### src/rtl/uart_tx.sv
// Serial transmitter with configurable parity and stop bits.
// Serialises one byte per accepted request, LSB first.
//   state | meaning
//   IDLE  | line high, waiting for tx_start
//   START | start bit (low)
//   DATA  | eight data bits, LSB first
//   PAR   | parity bit (only when parity is enabled)
//   STOP  | one or two stop bits (high)
module uart_tx #(
  parameter int CLK_FREQ  = 50000000,
  parameter int BAUD_RATE = 9600,
  parameter int PARITY    = 0,
  parameter int STOP_BITS = 1
) (
  input  logic       clk,
  input  logic       rst,
  input  logic       tx_start,
  input  logic [7:0] tx_data,
  output logic       tx,
  output logic       tx_busy
);

  localparam int CLKS_PER_BIT = CLK_FREQ / BAUD_RATE;
  localparam int CNT_W = (CLKS_PER_BIT > 1) ? $clog2(CLKS_PER_BIT) : 1;
  localparam logic [CNT_W-1:0] CNT_LAST = CNT_W'(CLKS_PER_BIT - 1);
  localparam bit PAR_EN  = (PARITY == 1) || (PARITY == 2);
  localparam bit PAR_ODD = (PARITY == 2);
  localparam logic [2:0] STOP_LAST = (STOP_BITS == 2) ? 3'd1 : 3'd0;

  typedef enum logic [2:0] {IDLE, START, DATA, PAR, STOP} state_t;

  state_t           state, state_nxt;
  logic [CNT_W-1:0] cnt, cnt_nxt;
  logic [2:0]       idx, idx_nxt;
  logic [7:0]       shreg, shreg_nxt;
  logic             par, par_nxt;
  logic             tx_nxt, busy_nxt;
  logic             bit_done;

  assign bit_done = (cnt == CNT_LAST);

  always_ff @(posedge clk) begin
    if (!rst) begin
      state   <= IDLE;
      cnt     <= '0;
      idx     <= '0;
      shreg   <= '0;
      par     <= 1'b0;
      tx      <= 1'b1;
      tx_busy <= 1'b0;
    end else begin
      state   <= state_nxt;
      cnt     <= cnt_nxt;
      idx     <= idx_nxt;
      shreg   <= shreg_nxt;
      par     <= par_nxt;
      tx      <= tx_nxt;
      tx_busy <= busy_nxt;
    end
  end

  // tx_nxt always carries the level of the bit about to start, so tx is
  // updated on the same edge as the state and never glitches.
  always_comb begin
    state_nxt = state;
    cnt_nxt   = bit_done ? '0 : cnt + 1'b1;
    idx_nxt   = idx;
    shreg_nxt = shreg;
    par_nxt   = par;
    tx_nxt    = tx;
    busy_nxt  = tx_busy;
    case (state)
      IDLE: begin
        cnt_nxt  = '0;
        idx_nxt  = '0;
        tx_nxt   = 1'b1;
        busy_nxt = 1'b0;
        if (tx_start) begin
          shreg_nxt = tx_data;
          par_nxt   = (^tx_data) ^ PAR_ODD;
          tx_nxt    = 1'b0;
          busy_nxt  = 1'b1;
          state_nxt = START;
        end
      end
      START: begin
        if (bit_done) begin
          idx_nxt   = '0;
          tx_nxt    = shreg[0];
          state_nxt = DATA;
        end
      end
      DATA: begin
        if (bit_done) begin
          if (idx == 3'd7) begin
            idx_nxt = '0;
            if (PAR_EN) begin
              tx_nxt    = par;
              state_nxt = PAR;
            end else begin
              tx_nxt    = 1'b1;
              state_nxt = STOP;
            end
          end else begin
            idx_nxt   = idx + 3'd1;
            shreg_nxt = {1'b0, shreg[7:1]};
            tx_nxt    = shreg[1];
          end
        end
      end
      PAR: begin
        if (bit_done) begin
          idx_nxt   = '0;
          tx_nxt    = 1'b1;
          state_nxt = STOP;
        end
      end
      STOP: begin
        tx_nxt = 1'b1;
        if (bit_done) begin
          if (idx == STOP_LAST) begin
            busy_nxt  = 1'b0;
            state_nxt = IDLE;
          end else begin
            idx_nxt = idx + 3'd1;
          end
        end
      end
      default: begin
        tx_nxt    = 1'b1;
        busy_nxt  = 1'b0;
        state_nxt = IDLE;
      end
    endcase
  end

endmodule

### config.mk
export PLATFORM = sky130hd
export DESIGN_NAME = uart_tx
export DESIGN_NICKNAME = d
export VERILOG_FILES = /design/src/rtl/uart_tx.sv
export SDC_FILE = /design/constraint.sdc
export NUM_CORES = 1
export LEC_CHECK = 0
export ABC_CLOCK_PERIOD_IN_PS = 2000
export CORE_MARGIN = 2
export CORE_UTILIZATION = 56
export CTS_CLUSTER_DIAMETER = 100
export DETAILED_ROUTE_END_ITERATION = 6
export PLACE_DENSITY = 0.78
export SLEW_MARGIN = 20
export SYNTH_ARGS = -nofsm -noshare
export SYNTH_HDL_FRONTEND = slang
export SYNTH_SLANG_ARGS = --single-unit
### constraint.sdc
create_clock -name clk -period 2 [get_ports clk]
set_input_delay 0.4 -clock clk [delete_from_list [all_inputs] [get_ports clk]]
set_output_delay 0.4 -clock clk [all_outputs]
set_load 0.02 [all_outputs]
### Word level (Yosys, flattened, before mapping)

Cells that the tools add are included.

* bits in registers: 29
* input port bits: 11
* output and inout bits: 2

* add/sub/neg operators: 2
* equal/unequal tests: 16
* muxes and demuxes: 28
* bitwise gates (word level): 2
* reduce and logical (&&, ||, !) cells: 12

Operators by type and width (count)
* two-way mux 3 bit: 12
* two-way mux 8 bit: 3
* != test 2 bit (second input constant): 9
* one-hot mux 8 bit (2 select lines): 1
* one-hot mux 3 bit (5 select lines): 1
* adder 13 x 1 -> 13 bit (second input constant): 1
* equality test 13 bit (second input constant): 1
* one-hot mux 3 bit (4 select lines): 1
* two-way mux 1 bit: 8
* AND reduction 7 bit: 1
* equality test 3 x 2 -> 1 bit (second input constant): 2
* equality test 3 bit (second input constant): 2
* zero test 3 bit: 2
* AND reduction 3 bit: 2
* OR reduction 3 bit: 2
* AND reduction 5 bit: 1
* one-hot mux 1 bit (4 select lines): 1
* AND reduction 4 bit: 1
* nonzero test 4 bit: 1
* adder 3 x 1 -> 3 bit (second input constant): 1
* equality test 3 x 1 -> 1 bit (second input constant): 1
* one-hot mux 1 bit (3 select lines): 1
* != test 2 x 1 -> 1 bit (second input constant): 1
* NOT 1 bit: 2
* other kinds (2): 2

### Depth between registers and ports, before layout

* word-level depth: 4
* depth in mapped cells: 7
* depth with buffers taken out: 6

### Least setup slack after synthesis

OpenSTA, ideal clock, no wires.

* path kind: register -> register
* from: reg cnt[8]
* to: reg shreg[7]
* library setup time: 116 ps
* arrival time: 1636 ps
* slack: 247 ps
* stages on the path, launching flop included: 6
* cell sequence: dfxtp_1 or4_4 o31ai_4 buf_6 a21oi_1 a41o_1

* word-level cells in the longest chain between the ends: 3

RTL lines
* start: declaration: RTL line 33 `logic [CNT_W-1:0] cnt, cnt_nxt;`
* start signal: assignment: RTL line 53 `cnt <= cnt_nxt;`
* equality test 13 bit: RTL line 40 `assign bit_done = (cnt == CNT_LAST);`
* != test 2 bit (no source line)
* AND reduction 4 bit (no source line)
* end signal: assignment: RTL line 55 `shreg <= shreg_nxt;`
* end: declaration: RTL line 35 `logic [7:0] shreg, shreg_nxt;`

No other way between the ends.
A chain may end at the register's enable or synchronous reset.

### Final worst setup path

* from: reg cnt[8]
* to: reg shreg[6]

Same word-level chain as after synthesis.

==> results.toml <==
[outcome]
status = "finished, final reports clean"

[hold_path]
hold_path_class = "flip-flop to flip-flop"
min_from = "cnt[0]$_SDFF_PP0_"

[sta]
fin_crit_sh_pct = 91.95
setup_tns_ns = 0
hold_viol = 0
slew_headroom_pct = 70.04
slew_violations = 0
finalWorstSetupSlack_ns = 0.1610
fmax_ghz = 0.5438
hold_ws_ns = 0.4665
rsz0062_at_grt = "no"
final-setup-viol-count = 0
fin_worst_skew_ns = 0.01249
tightest_slew_ns = 0.4434
min_period_ns = 1.839

[global_route]
grt_first_pass_wirelength_mm = 5.513
grt_max_degree = 16
antenna_found_initial = 0
grt_pass1_vias = 1273
overflow = 0
grt_usage_pct = 22.78

[place]
dp.cells = 207
place_congestion = 0.8026
placed_area_mm2 = 0.001659
post-place-ws_ns = 0.08408
place_hpwl_mm = 2.342
portBuffers = 12

[yosys]
synth_warnings = 0
ys_async_sr_fraction_pct = 0
synth_area_leaders = "dfxtp_1 (39%), mux2i_1 (6.7%), a21oi_1 (4.7%), a311oi_1 (4.1%), nor2_1 (3.7%)"
synth_top_cell_by_area = "dfxtp_1"
seq_area_frac_synth_pct = 38.63
syn_area_mm2 = 0.001503
avgSynthCellArea_um2 = 9.052
synth_seq_cells = 29
netlist_instances = 166
synth_cell_types = 42
synth_flop_cell = "dfxtp_1"
synth_top_area_share_pct = 38.63
syn_nets = 181
synth-edff-count = 0

[clocking]
clk_path_buf_depth = 2
clock_latency_ns = 0.33
cts_buffers = 5
cts_tree = "done"
path_clk_slew_ns = 0.09
cts_root_buf = "clkbuf_4"
clkSinkCount = 29
cts_setup_buffers = 0
cts_hold_buf = 0
h-tree-depth = 2

[drt]
routedWlPerCell_um = 15.32
finalWirelength_mm = 3.278
drc = 0
via_per_inst = 5.911
dr_total_vias = 1265
drt-initial-drc-count = 39
postRouteAntennaNets = 0
drtPass1Iterations = 6

[setup_path]
required_ns = 2.23
worstPathMaxFanout = 15
start_kind = "flip-flop"
worst_ep_arrival_time_ns = 2.07
startpoint = "cnt[8]$_SDFF_PP0_"
worst_setup_path_end_kind = "flip-flop"
criticalPathCategory = "flip-flop to flip-flop"
r2r-start = "cnt[8]$_SDFF_PP0_"

[pwr]
leakage_nw = 0.6060
powerDensity_mw_per_mm2 = 638.1
total_power_mw = 1.095
vdd_drop_max_uv = 698.3

[floorplan]
core_area_mm2 = 0.002500
die_y_um = 55.80
start_util_pct = 60.11
num_io_pins = 13
die_area_mm2 = 0.003114
die_x_um = 55.80
placementRows = 18

[cells_and_area]
nets = 199
fin_area_mm2 = 0.001715
antenna_cells = 0
stdcell_count = 214
syn_to_final_growth_pct = 14.16
fin_util_pct = 68.62
drive_above_1_share_pct = 10.33

[flow_run]
drv_cap = 0
-- critical path, stage by stage (launching register included) --
cell and delay [ns]:
dfxtp_1 0.37, or4_4 0.57, o31ai_4 0.29, buf_12 0.17, a21oi_1 0.07, a311oi_1 0.28
-- layout make-up --
type | count | area [um^2]
Tap cell | 30 | 37.54
Multi-Input combinational cell | 122 | 830.8
Fill cell | 203 | 784.5
Timing Repair Buffer | 19 | 185.2
Clock buffer | 7 | 55.05
Sequential cell | 29 | 580.6
Inverter | 7 | 26.28
-- kinds of logic (layout without fill, tap and decap cells) --
logic type,count (synthesis),count (layout),synth area share (%)
muxes,11,11,7.411
and+or+nand+nor,60,60,21.73
xor gates and xnor gates,9,9,5.245
buffers and inverters,15,33,6.161
DFF,29,29,38.63
AOI/OAI and AO/OA,38,38,17.49
adders and majority gates,4,4,3.331
-- final timing paths --
kind | endpoint | depth (start not counted) | slack, ns
max | shreg[6]$_SDFFE_PN0P_ | 5 | 0.16
min | cnt[0]$_SDFF_PP0_ | 1 | 0.47
max reg2reg | shreg[6]$_SDFFE_PN0P_ | 5 | 0.16
min reg2reg | cnt[0]$_SDFF_PP0_ | 1 | 0.47
-- where the power goes --
group / internal (mW) / switching [mW] / total (mW) / leakage (nW)
clock: 0.166 / 0.199 / 0.365 / 0.0314
sequential: 0.598 / 0.0168 / 0.615 / 0.236
combinational: 0.0579 / 0.0567 / 0.115 / 0.338
total: 0.822 / 0.273 / 1.09 / 0.606
-- flip-flops by register name, summed over array words and instances (netlist names) --
signal / cells
state: 3
idx: 3
tx: 1
shreg: 8
tx_busy: 1
cnt: 13
-- what timing repair did --
| item | in CTS | in global routing |
|---|---|---|
| endpoints found under the hold margin | 0 | 0 |
| gates resized for setup | 0 | 1 |
| setup endpoints to repair | 0 | 1 |
-- routing by layer --
layer  part of all wire, %  up-vias  GRT usage, %
li1                      -      643             -
met1                    43      585         26.42
met2                    51       31         38.44
met3                   5.1        6         7.674
met4                   1.1        0         9.059
met5                     0        -             0
-- cell usage in the layout, fill, tap and decap left out, types with 2 or more instances in the layout --
cell and count:
nor4_1 2, buf_4 6, nand2_1 10, clkdlybuf4s50_1 12, inv_1 6, clkbuf_4 5, ha_1 4, a21oi_1 14
or3_1 3, a211oi_1 2, o21ai_0 6, nand4_1 6, dfxtp_1 29, and4_1 2, nand3_1 5, nor3_1 3
nor2b_1 2, a311oi_1 7, and3_1 3, mux2i_1 10, nor2_1 15, xnor2_1 4, nand2b_1 3, xor2_1 5
-- cells in the mapped netlist, types with 2 or more instances --
cell / number
dfxtp_1: 29
nor2_1: 15
a21oi_1: 14
mux2i_1: 10
nand2_1: 10
a311oi_1: 7
inv_1: 6
nand4_1: 6
o21ai_0: 6
nand3_1: 5
xor2_1: 5
ha_1: 4
xnor2_1: 4
and3_1: 3
clkbuf_1: 3
nand2b_1: 3
nor3_1: 3
or3_1: 3
a211oi_1: 2
and4_1: 2
buf_6: 2
clkbuf_8: 2
nor2b_1: 2
nor4_1: 2
Note: power is estimated with default switching activity, not from simulation.
==> RTL change, RTL diff (same settings) <==
The 5 states of `state_t` get a one-hot encoding in 5 bits.
--- a/src/rtl/uart_tx.sv
+++ b/src/rtl/uart_tx.sv
@@ -27,7 +27,7 @@
   localparam bit PAR_ODD = (PARITY == 2);
   localparam logic [2:0] STOP_LAST = (STOP_BITS == 2) ? 3'd1 : 3'd0;
 
-  typedef enum logic [2:0] {IDLE, START, DATA, PAR, STOP} state_t;
+  typedef enum logic [4:0] {IDLE = 5'b00001, START = 5'b00010, DATA = 5'b00100, PAR = 5'b01000, STOP = 5'b10000} state_t;
 
   state_t           state, state_nxt;
   logic [CNT_W-1:0] cnt, cnt_nxt;
Check against the original RTL: same outputs for any inputs over 10 cycles, from zero or initial values and one cycle with rst low; not proved beyond that.
==> RTL change against the original RTL <==
- non-clock buffer count is 11 higher
- count of clock-buffer cells in the layout is 1 higher
- setup slack worse by 96 ps
- final area is 9.3% higher
- sequential cell count is 1 higher
- wire length is 4.0% lower
- critical path depth is 1 lower
- final cell count is 7.5% higher
- clock power is 23% higher
- utilization is 5.7 points higher
- power is 12% higher
- synthesized area is 0.75% higher
- die area is 0.70% higher
- largest cell class unchanged
- largest power group unchanged
==> RTL change: results (changes against the original RTL) <==
| Metric | Value |
|---|---|
| Status | complete, no violations (unchanged) |
| DP HPWL | 2.318 mm (was 2.342 mm) |
| Worst IR drop on VDD | 0.0006445 V (was 0.0006983 V) |
| Worst Path Max Fanout | 5 (was 15) |
| First-pass GRT wire length | 5.430 mm (was 5.513 mm) |
| GP Congestion | 0.9185 (was 0.8026) |
| Worst Skew | 6.685 ps (was 12.49 ps) |
| Leakage power total | 0.7569 nW (was 0.6060 nW) |
| Post-synthesis cell type count | 38 (was 42) |
| Combinational share of power | 11.5% (was 10.5%) |
| Peak Freq | 516.9 MHz (was 543.8 MHz) |
| Vias per cell | 5.770 (was 5.911) |
| Mux contribution to synthesized area | 4.628% (was 7.410%) |
| Sw power | 294.0 uW (was 272.6 uW) |
| Synth Net Count | 187 (was 181) |
| Setup WS pre-CTS | -22.45 ps (was 84.08 ps) |
| Synthesized-area fraction occupied by adder cells | 3.306% (was 3.331%) |
| DRT Wirelength | 3.146 mm (was 3.278 mm) |
| Critical path arrival | 2170 ps (was 2070 ps) |
| Total Power | 1.231 mW (was 1.095 mW) |
| Number of global-route vias before repair | 1320 (was 1273) |
| Synth area leaders | dfxtp_1 40%, nor2_1 5.5%, o211a_1 5.3%, mux2i_1 4.6%, xor2_1 4.0% (was dfxtp_1 39%, mux2i_1 6.7%, a21oi_1 4.7%, a311oi_1 4.1%, nor2_1 3.7%) |
| Xor/xnor share of the synthesized area | 6.942% (was 5.246%) |
| Ratio of cells with drive above 1 in the final layout | 16.50% (was 10.33%) |
| Filler cells | 216 (was 203) |
| DRT iter0 DRCs | 38 (was 39) |
| Nets@finish | 214 (was 199) |
## RTL change: area by class of cell
type                    count  area share, %
inverters                   6          1.202
flip-flops and latches     30          32.04
repair buffers             30          14.95
clock buffers               8          4.206
well taps                  30          2.003
multi-input cells         126          45.59
## RTL change: routing by layer
metal	up-vias	GRT usage [%]	wire, um
met5	-	0	0
met4	0	10.88	88
met3	11	7.674	126
met2	25	36.47	1465
met1	628	25.77	1466
li1	663	-	-
## RTL change: logic make-up after synthesis
| kind of cell | after synthesis |
|---|---|
| xor gates and xnor gates | 12 |
| buffers and inverters | 16 |
| AOI/OAI and AO/OA | 32 |
| and+or+nand+nor | 71 |
| adders and majority gates | 4 |
| muxes | 7 |
| DFF | 30 |
## RTL change: final timing paths
kind / from / to / slack, ps / cells after the start
hold / removal: cnt[0] / cnt[0] / 450 / 1
hold reg to reg: cnt[0] / cnt[0] / 450 / 1
setup reg to reg: cnt[3] / state[4] / 70 / 4
setup / recovery: cnt[3] / state[4] / 70 / 4
## RTL change: timing repair
item | CTS | global route
resized for setup | 2 | 2
pin swaps | 0 | 1
setup endpoints to repair | 8 | 9
## RTL change: metrics by stage
step / hold WS [ps] / cell area (um2) / cells
after global placement: 427.4 / 1782 / 222
after CTS: 449.7 / 1866 / 230
final: 446.3 / 1874 / 230
after detailed placement: 435.4 / 1782 / 222
after global routing: 482.8 / 1874 / 230
after floorplan: 417.5 / 1514 / 172
## RTL change: worst max-delay path: stages (launching register included)
cell and delay [ps]:
dfxtp_1 320, or4b_1 540, or3_4 450, o31a_1 280, o2111a_1 250
